$ cat src/rtl/uart_pkg.sv
// Shared UART definitions: data/entry widths, default RX FIFO depth and the
// layout of a receive FIFO entry ({ferr, data}).
package uart_pkg;

    localparam int UART_DATA_W         = 8;
    localparam int UART_ENTRY_W        = 9;
    localparam int UART_RX_FIFO_DEPTH  = 16;
    localparam int UART_ENTRY_DATA_LSB = 0;
    localparam int UART_ENTRY_FERR_BIT = 8;

    typedef struct packed {
        logic                   ferr;
        logic [UART_DATA_W-1:0] data;
    } uart_entry_t;

    function automatic uart_entry_t uart_make_entry(input logic ferr,
                                                    input logic [UART_DATA_W-1:0] data);
        uart_entry_t e;
        e.ferr = ferr;
        e.data = data;
        return e;
    endfunction

endpackage

$ cat src/rtl/uart_sync_fifo.sv
// Generic single-clock show-ahead FIFO with explicit level counter; shared by
// the RX and TX paths. Full/empty come from the level, not pointer equality.
module uart_sync_fifo #(
    parameter  int WIDTH = 9,
    parameter  int DEPTH = 16,
    localparam int AW    = $clog2(DEPTH)
) (
    input  logic             clk,
    input  logic             reset,
    input  logic             push_i,
    input  logic             pop_i,
    input  logic [WIDTH-1:0] wdata_i,
    output logic [WIDTH-1:0] rdata_o,
    output logic [AW:0]      level_o,
    output logic             full_o,
    output logic             empty_o
);

    logic [WIDTH-1:0] mem_q [DEPTH];
    logic [AW-1:0]    wr_ptr_q, wr_ptr_d;
    logic [AW-1:0]    rd_ptr_q, rd_ptr_d;
    logic [AW:0]      level_q, level_d;
    logic             push_ok;
    logic             pop_ok;

    assign full_o  = (level_q == DEPTH[AW:0]);
    assign empty_o = (level_q == '0);
    assign pop_ok  = pop_i & ~empty_o;
    // A push into a full FIFO still fits when the head leaves in the same cycle.
    assign push_ok = push_i & (~full_o | pop_ok);
    assign rdata_o = mem_q[rd_ptr_q];
    assign level_o = level_q;

    always_comb begin
        wr_ptr_d = wr_ptr_q;
        rd_ptr_d = rd_ptr_q;
        level_d  = level_q;
        if (push_ok) begin
            wr_ptr_d = wr_ptr_q + 1'b1;
        end
        if (pop_ok) begin
            rd_ptr_d = rd_ptr_q + 1'b1;
        end
        level_d = level_q + {{AW{1'b0}}, push_ok} - {{AW{1'b0}}, pop_ok};
    end

    always_ff @(posedge clk) begin
        if (reset) begin
            wr_ptr_q <= '0;
            rd_ptr_q <= '0;
            level_q  <= '0;
        end else begin
            wr_ptr_q <= wr_ptr_d;
            rd_ptr_q <= rd_ptr_d;
            level_q  <= level_d;
        end
    end

    always_ff @(posedge clk) begin
        if (push_ok) begin
            mem_q[wr_ptr_q] <= wdata_i;
        end
    end

endmodule

$ cat src/rtl/uart_rx_fifo.sv
// Receive byte buffer between the UART receiver and the CPU register block.
// Optional interrupt logic is built only when UART_RX_IRQ_EN is defined.
module uart_rx_fifo
    import uart_pkg::*;
#(
    parameter  int DEPTH = UART_RX_FIFO_DEPTH,
    localparam int AW    = $clog2(DEPTH)
) (
    input  logic                   clk,
    input  logic                   reset,
    input  logic [UART_DATA_W-1:0] rx_data,
    input  logic                   rx_ready,
    input  logic                   framing_error,
    input  logic                   rd_en,
    output logic [UART_DATA_W-1:0] rd_data,
    output logic                   rd_ferr,
    output logic                   rd_valid,
    output logic [AW:0]            level,
    output logic                   overflow,
    input  logic                   clr_overflow,
    input  logic                   irq_en,
    input  logic [AW:0]            irq_thresh,
    output logic                   irq
);

    logic        rdy_q;
    logic        overflow_q, overflow_d;
    logic        push;
    logic        pop;
    logic        drop;
    logic        fifo_full;
    logic        fifo_empty;
    uart_entry_t wr_entry;
    uart_entry_t head_entry;

    // rx_ready is a multi-cycle strobe; only its rising edge is a new byte.
    assign push     = rx_ready & ~rdy_q;
    assign pop      = rd_en & ~fifo_empty;
    assign drop     = push & fifo_full & ~pop;
    assign wr_entry = uart_make_entry(framing_error, rx_data);

    uart_sync_fifo #(
        .WIDTH (UART_ENTRY_W),
        .DEPTH (DEPTH)
    ) u_fifo (
        .clk     (clk),
        .reset   (reset),
        .push_i  (push),
        .pop_i   (pop),
        .wdata_i (wr_entry),
        .rdata_o (head_entry),
        .level_o (level),
        .full_o  (fifo_full),
        .empty_o (fifo_empty)
    );

    assign rd_valid = ~fifo_empty;
    assign rd_data  = fifo_empty ? '0 : head_entry.data;
    assign rd_ferr  = fifo_empty ? 1'b0 : head_entry.ferr;
    assign overflow = overflow_q;

    always_comb begin
        overflow_d = overflow_q;
        if (drop) begin
            overflow_d = 1'b1;
        end else if (clr_overflow) begin
            overflow_d = 1'b0;
        end
    end

    always_ff @(posedge clk) begin
        if (reset) begin
            rdy_q      <= 1'b0;
            overflow_q <= 1'b0;
        end else begin
            rdy_q      <= rx_ready;
            overflow_q <= overflow_d;
        end
    end

`ifdef UART_RX_IRQ_EN
    logic irq_q, irq_d;

    // Threshold of zero disables the level source; overflow still interrupts.
    assign irq_d = irq_en & (((irq_thresh != '0) & (level >= irq_thresh)) | overflow_q);
    assign irq   = irq_q;

    always_ff @(posedge clk) begin
        if (reset) begin
            irq_q <= 1'b0;
        end else begin
            irq_q <= irq_d;
        end
    end
`else
    logic irq_unused;

    assign irq_unused = irq_en ^ (^irq_thresh);
    assign irq        = 1'b0;
`endif

endmodule

$ cat config.mk
export PLATFORM = sky130hd
export DESIGN_NAME = uart_rx_fifo
export DESIGN_NICKNAME = d
export VERILOG_FILES = /design/src/rtl/uart_pkg.sv /design/src/rtl/uart_sync_fifo.sv /design/src/rtl/uart_rx_fifo.sv
export SDC_FILE = /design/constraint.sdc
export NUM_CORES = 1
export LEC_CHECK = 0
export CAP_MARGIN = 20
export CORE_MARGIN = 2
export CORE_UTILIZATION = 35
export DETAILED_ROUTE_END_ITERATION = 10
export PLACE_DENSITY_LB_ADDON = 0.15
export SETUP_SLACK_MARGIN = 0.1
export SLEW_MARGIN = 25
export SYNTH_ARGS = -nofsm -noshare
export SYNTH_HDL_FRONTEND = slang
export SYNTH_SLANG_ARGS = --single-unit
$ cat constraint.sdc
create_clock -name clk -period 2.71 [get_ports clk]
set_input_delay 0.6775 -clock clk [delete_from_list [all_inputs] [get_ports clk]]
set_output_delay 0.6775 -clock clk [all_outputs]
set_load 0.1 [all_outputs]
==> results.sh <==
export IMPL_die_area_um2=20000
export IMPL_critPathSlowestCell="mux4_2"
export IMPL_hp_class="reg -> reg"
export IMPL_finalHoldViolations=0
export IMPL_synth_edff_count=144
export IMPL_track_usage_pct=14.3
export IMPL_syn2layout_area_growth_pct=27.4
export IMPL_crit_fanout=8
export IMPL_synth_area_um2=6610
export IMPL_fmax_mhz=339
export IMPL_dp_cells=634
export IMPL_min_to="overflow"
export IMPL_io_pins=37
export IMPL_cp_arrival_ns=2.27
export IMPL_clk_pin_slew_ns=0.06
export IMPL_path_delay_family="multiplexers"
export IMPL_core_um2=18600
export IMPL_antennaDiodeCount=0
export IMPL_rows=50
export IMPL_yosysMostFrequentCell="edfxtp_1"
export IMPL_pwr_share_seq_pct=33.9
export IMPL_synth_fp_nets=381
export IMPL_holdWs_ns=0.500
export IMPL_internal_power_uw=5710
export IMPL_htreeDepth=4
export IMPL_start_util_pct=35.5
export IMPL_drive_gt1_share_pct=40.8
export IMPL_tightest_slew_ns=0.639
export IMPL_ir_worst_vdd_mv=0.846
export IMPL_fillCellCount=1626
export IMPL_ys_ff_latch=163
export IMPL_cp_end_kind="output port"
export IMPL_portBuffers=29
export IMPL_clkLatencyLatePin_ns=0.43
export IMPL_leakage_uw=0.00280
export IMPL_routed_via_density=4.88
export IMPL_grt_first_pass_wirelength_um=20400
export IMPL_root_buffer="clkbuf_16"
export IMPL_rsz0062_at_grt="yes"
export IMPL_failed_checks="setup timing"
export IMPL_whs_path_depth=2
export IMPL_setup_ws_ns=-0.238
export IMPL_path_cells="buf_12 > mux4_2 > mux2_4 > o21ai_2 > buf_4 > a21oi_4 > buf_12"
export IMPL_min_from="overflow"
export IMPL_grt_remaining_overflow=0
export IMPL_cts_buffers=17
export IMPL_dpl_hpwl_um=8400
export IMPL_max_stage_delay_ns=0.50
export IMPL_antenna_found_initial=0
export IMPL_swShare_pct=33.6
export IMPL_power_frac_comb_pct=37.4
export IMPL_r2r_cells=12
export IMPL_cts_tree="yes"
export IMPL_layoutNonFillerInstCount=673
export IMPL_grt_pass1_vias=3457
export IMPL_synthTopCellsByCount="144 x edfxtp_1, 26 x nor2_1, 23 x mux4_2"
export IMPL_synthTopCellsByArea="edfxtp_1 65%, mux4_2 7.8%, dfxtp_1 5.8%"
export IMPL_drt_iter0_drc=206
export IMPL_finalMaxSlewViolations=0
export IMPL_synth_top_area_share_pct=65.4
export IMPL_slew_headroom_pct=57.3
export IMPL_hold_buffers=0
export IMPL_worstPathRequired_ns=2.03
export IMPL_clk_path_buf_depth=2
export IMPL_criticalPathCategory="reg -> out"
export IMPL_vias=3281
export IMPL_p_sw_uw=2880
export IMPL_crit_top_cell="buf_12"
export IMPL_die_w_um=141
export IMPL_wl_um=13300
export IMPL_reg2reg_setup_slack_ns=0.06
export IMPL_die_height_um=141
export IMPL_async_flop_share_pct=0
export IMPL_yosysUniqueCellTypes=40
export IMPL_reg2reg_from="u_fifo.level_o[2]"
export IMPL_fin_crit_ns=2.95
export IMPL_wire_per_inst_um=19.8
export IMPL_drc=0
export IMPL_synth_top_area_cell="edfxtp_1"
export IMPL_critPathBufInv=3
export IMPL_period_share_pct=109
export IMPL_fin_nets=458
export IMPL_grt_start_max_net_pins=28
export IMPL_clkSinkCount=163
export IMPL_startpoint_type="flip-flop"
export IMPL_setup_viol=9
export IMPL_p_per_area_nw_per_um2=1020
export IMPL_drt_pre_antenna_iters=4
export IMPL_yosys_warnings=0
export IMPL_syn_inst=349
export IMPL_regToRegEndpoint="u_fifo.level_o[4]"
export IMPL_antenna_left=0
export IMPL_p_clk_share_pct=28.8
export IMPL_dominantRegCellSynth="edfxtp_1"
export IMPL_drv_cap=0
export IMPL_fin_skew_ns=0.00755
export IMPL_syn_avg_cell_area_um2=19.0
export IMPL_gp_congestion=0.748
export IMPL_status="complete, but fails checks"
export IMPL_ys_seq_area_share_pct=71.1
state kept, by name (all words and copies together), names as in the netlist, named ones only:
signal and flops:
rdy_q 1, u_fifo.wr_ptr_q 4, u_fifo.rd_ptr_q 4, u_fifo.level_o 5, u_fifo.mem_q 144, overflow 1
layout make-up:
cell class	count	area (um2)	share of cell area (%)
Clock buffer	17	425	5.05
Clock inverter	15	189	2.24
Inverter	10	42.5	0.505
Multi-Input combinational cell	158	1960	23.2
Sequential cell	163	4720	56.0
Tap cell	234	293	3.48
Timing Repair Buffer	76	798	9.48
metrics by stage:
step / util [%] / cell area, um2 / TNS, ns / power, uW / worst slack, ns
after CTS: 44.7 / 8340 / -2.11 / 8530 / -0.266
after detailed placement: 41.0 / 7640 / -0.233 / 5920 / -0.126
after global placement: 41.0 / 7640 / -0.198 / 5910 / -0.105
final: 45.2 / 8420 / -1.86 / 8590 / -0.238
after global routing: 45.2 / 8420 / -2.55 / 8940 / -0.314
after floorplan: - / 6780 / -0.232 / 5010 / -0.0632
layer usage:
layer	up-vias	global-route usage (%)	share of wire [%]
li1	1530	-	-
met1	1680	18.2	45
met2	57	23.9	50
met3	14	3.48	3.1
met4	0	5.37	1.5
met5	-	0	0
what timing repair did:
item,in CTS,in global routing
buffers inserted,4,2
endpoints found under the setup margin,10,11
resized for setup,26,24
pin swaps,2,2
gates cloned,0,1
placed cells by master (no fill, tap or decap), types with 4 or more instances in the layout:
cell type        count
inv_1                7
buf_12              13
xnor2_1              4
o21ai_4              6
nor2_1              26
mux4_2              35
clkdlybuf4s50_1     13
nor2b_1              6
clkbuf_16           18
edfxtp_1           144
ha_1                 8
nor3_1               4
dfxtp_1             13
mux2_4               8
xor2_1               4
mux2i_1              6
bufinv_16            4
a21oi_4              9
nand2_1              5
buf_4               45
buf_6                4
mux2i_2              4
power by group through the flow:
stage	Sequential [uW]	Clock, uW	Combinational, uW
CTS	2900	2530	3100
floorplan	3150	0	1860
finish	2910	2470	3210
detailed placement	2960	0	2970
global route	2920	2630	3390
global placement	2950	0	2960
logic make-up after synthesis:
family / Yosys count / share of synthesized area (%)
other cells: 1 / 0.0567
simple gates: 53 / 3.84
xor+xnor: 8 / 1.06
compound gates: 28 / 2.48
mux: 56 / 16.2
buf+inv: 28 / 2.84
fa+ha+maj: 12 / 2.38
flops: 163 / 71.1
worst reg2reg max path, stage by stage (launching register included):
cell and delay (ns):
dfxtp_4 0.36, inv_4 0.06, ha_4 0.12, or4b_4 0.46, and2_4 0.17, ha_4 0.26, inv_2 0.04, ha_4 0.15
fa_2 0.34, a21oi_2 0.12, nor2_1 0.05, or3_1 0.35, a21oi_2 0.11
how the worst max path moves through the flow:
stage	slack, ns	end	from	cells after the start
after floorplan	-0.06	u_fifo.level_o[4]	u_fifo.level_o[3]	12
after global placement	-0.10	u_fifo.level_o[4]	rd_en	10
after detailed placement	-0.13	u_fifo.level_o[4]	rd_en	10
after CTS	-0.27	rd_data[1]	flip-flop	7
after global routing	-0.31	rd_data[4]	flip-flop	7
final	-0.24	rd_data[4]	flip-flop	7
(Power assumes the default switching activity.)
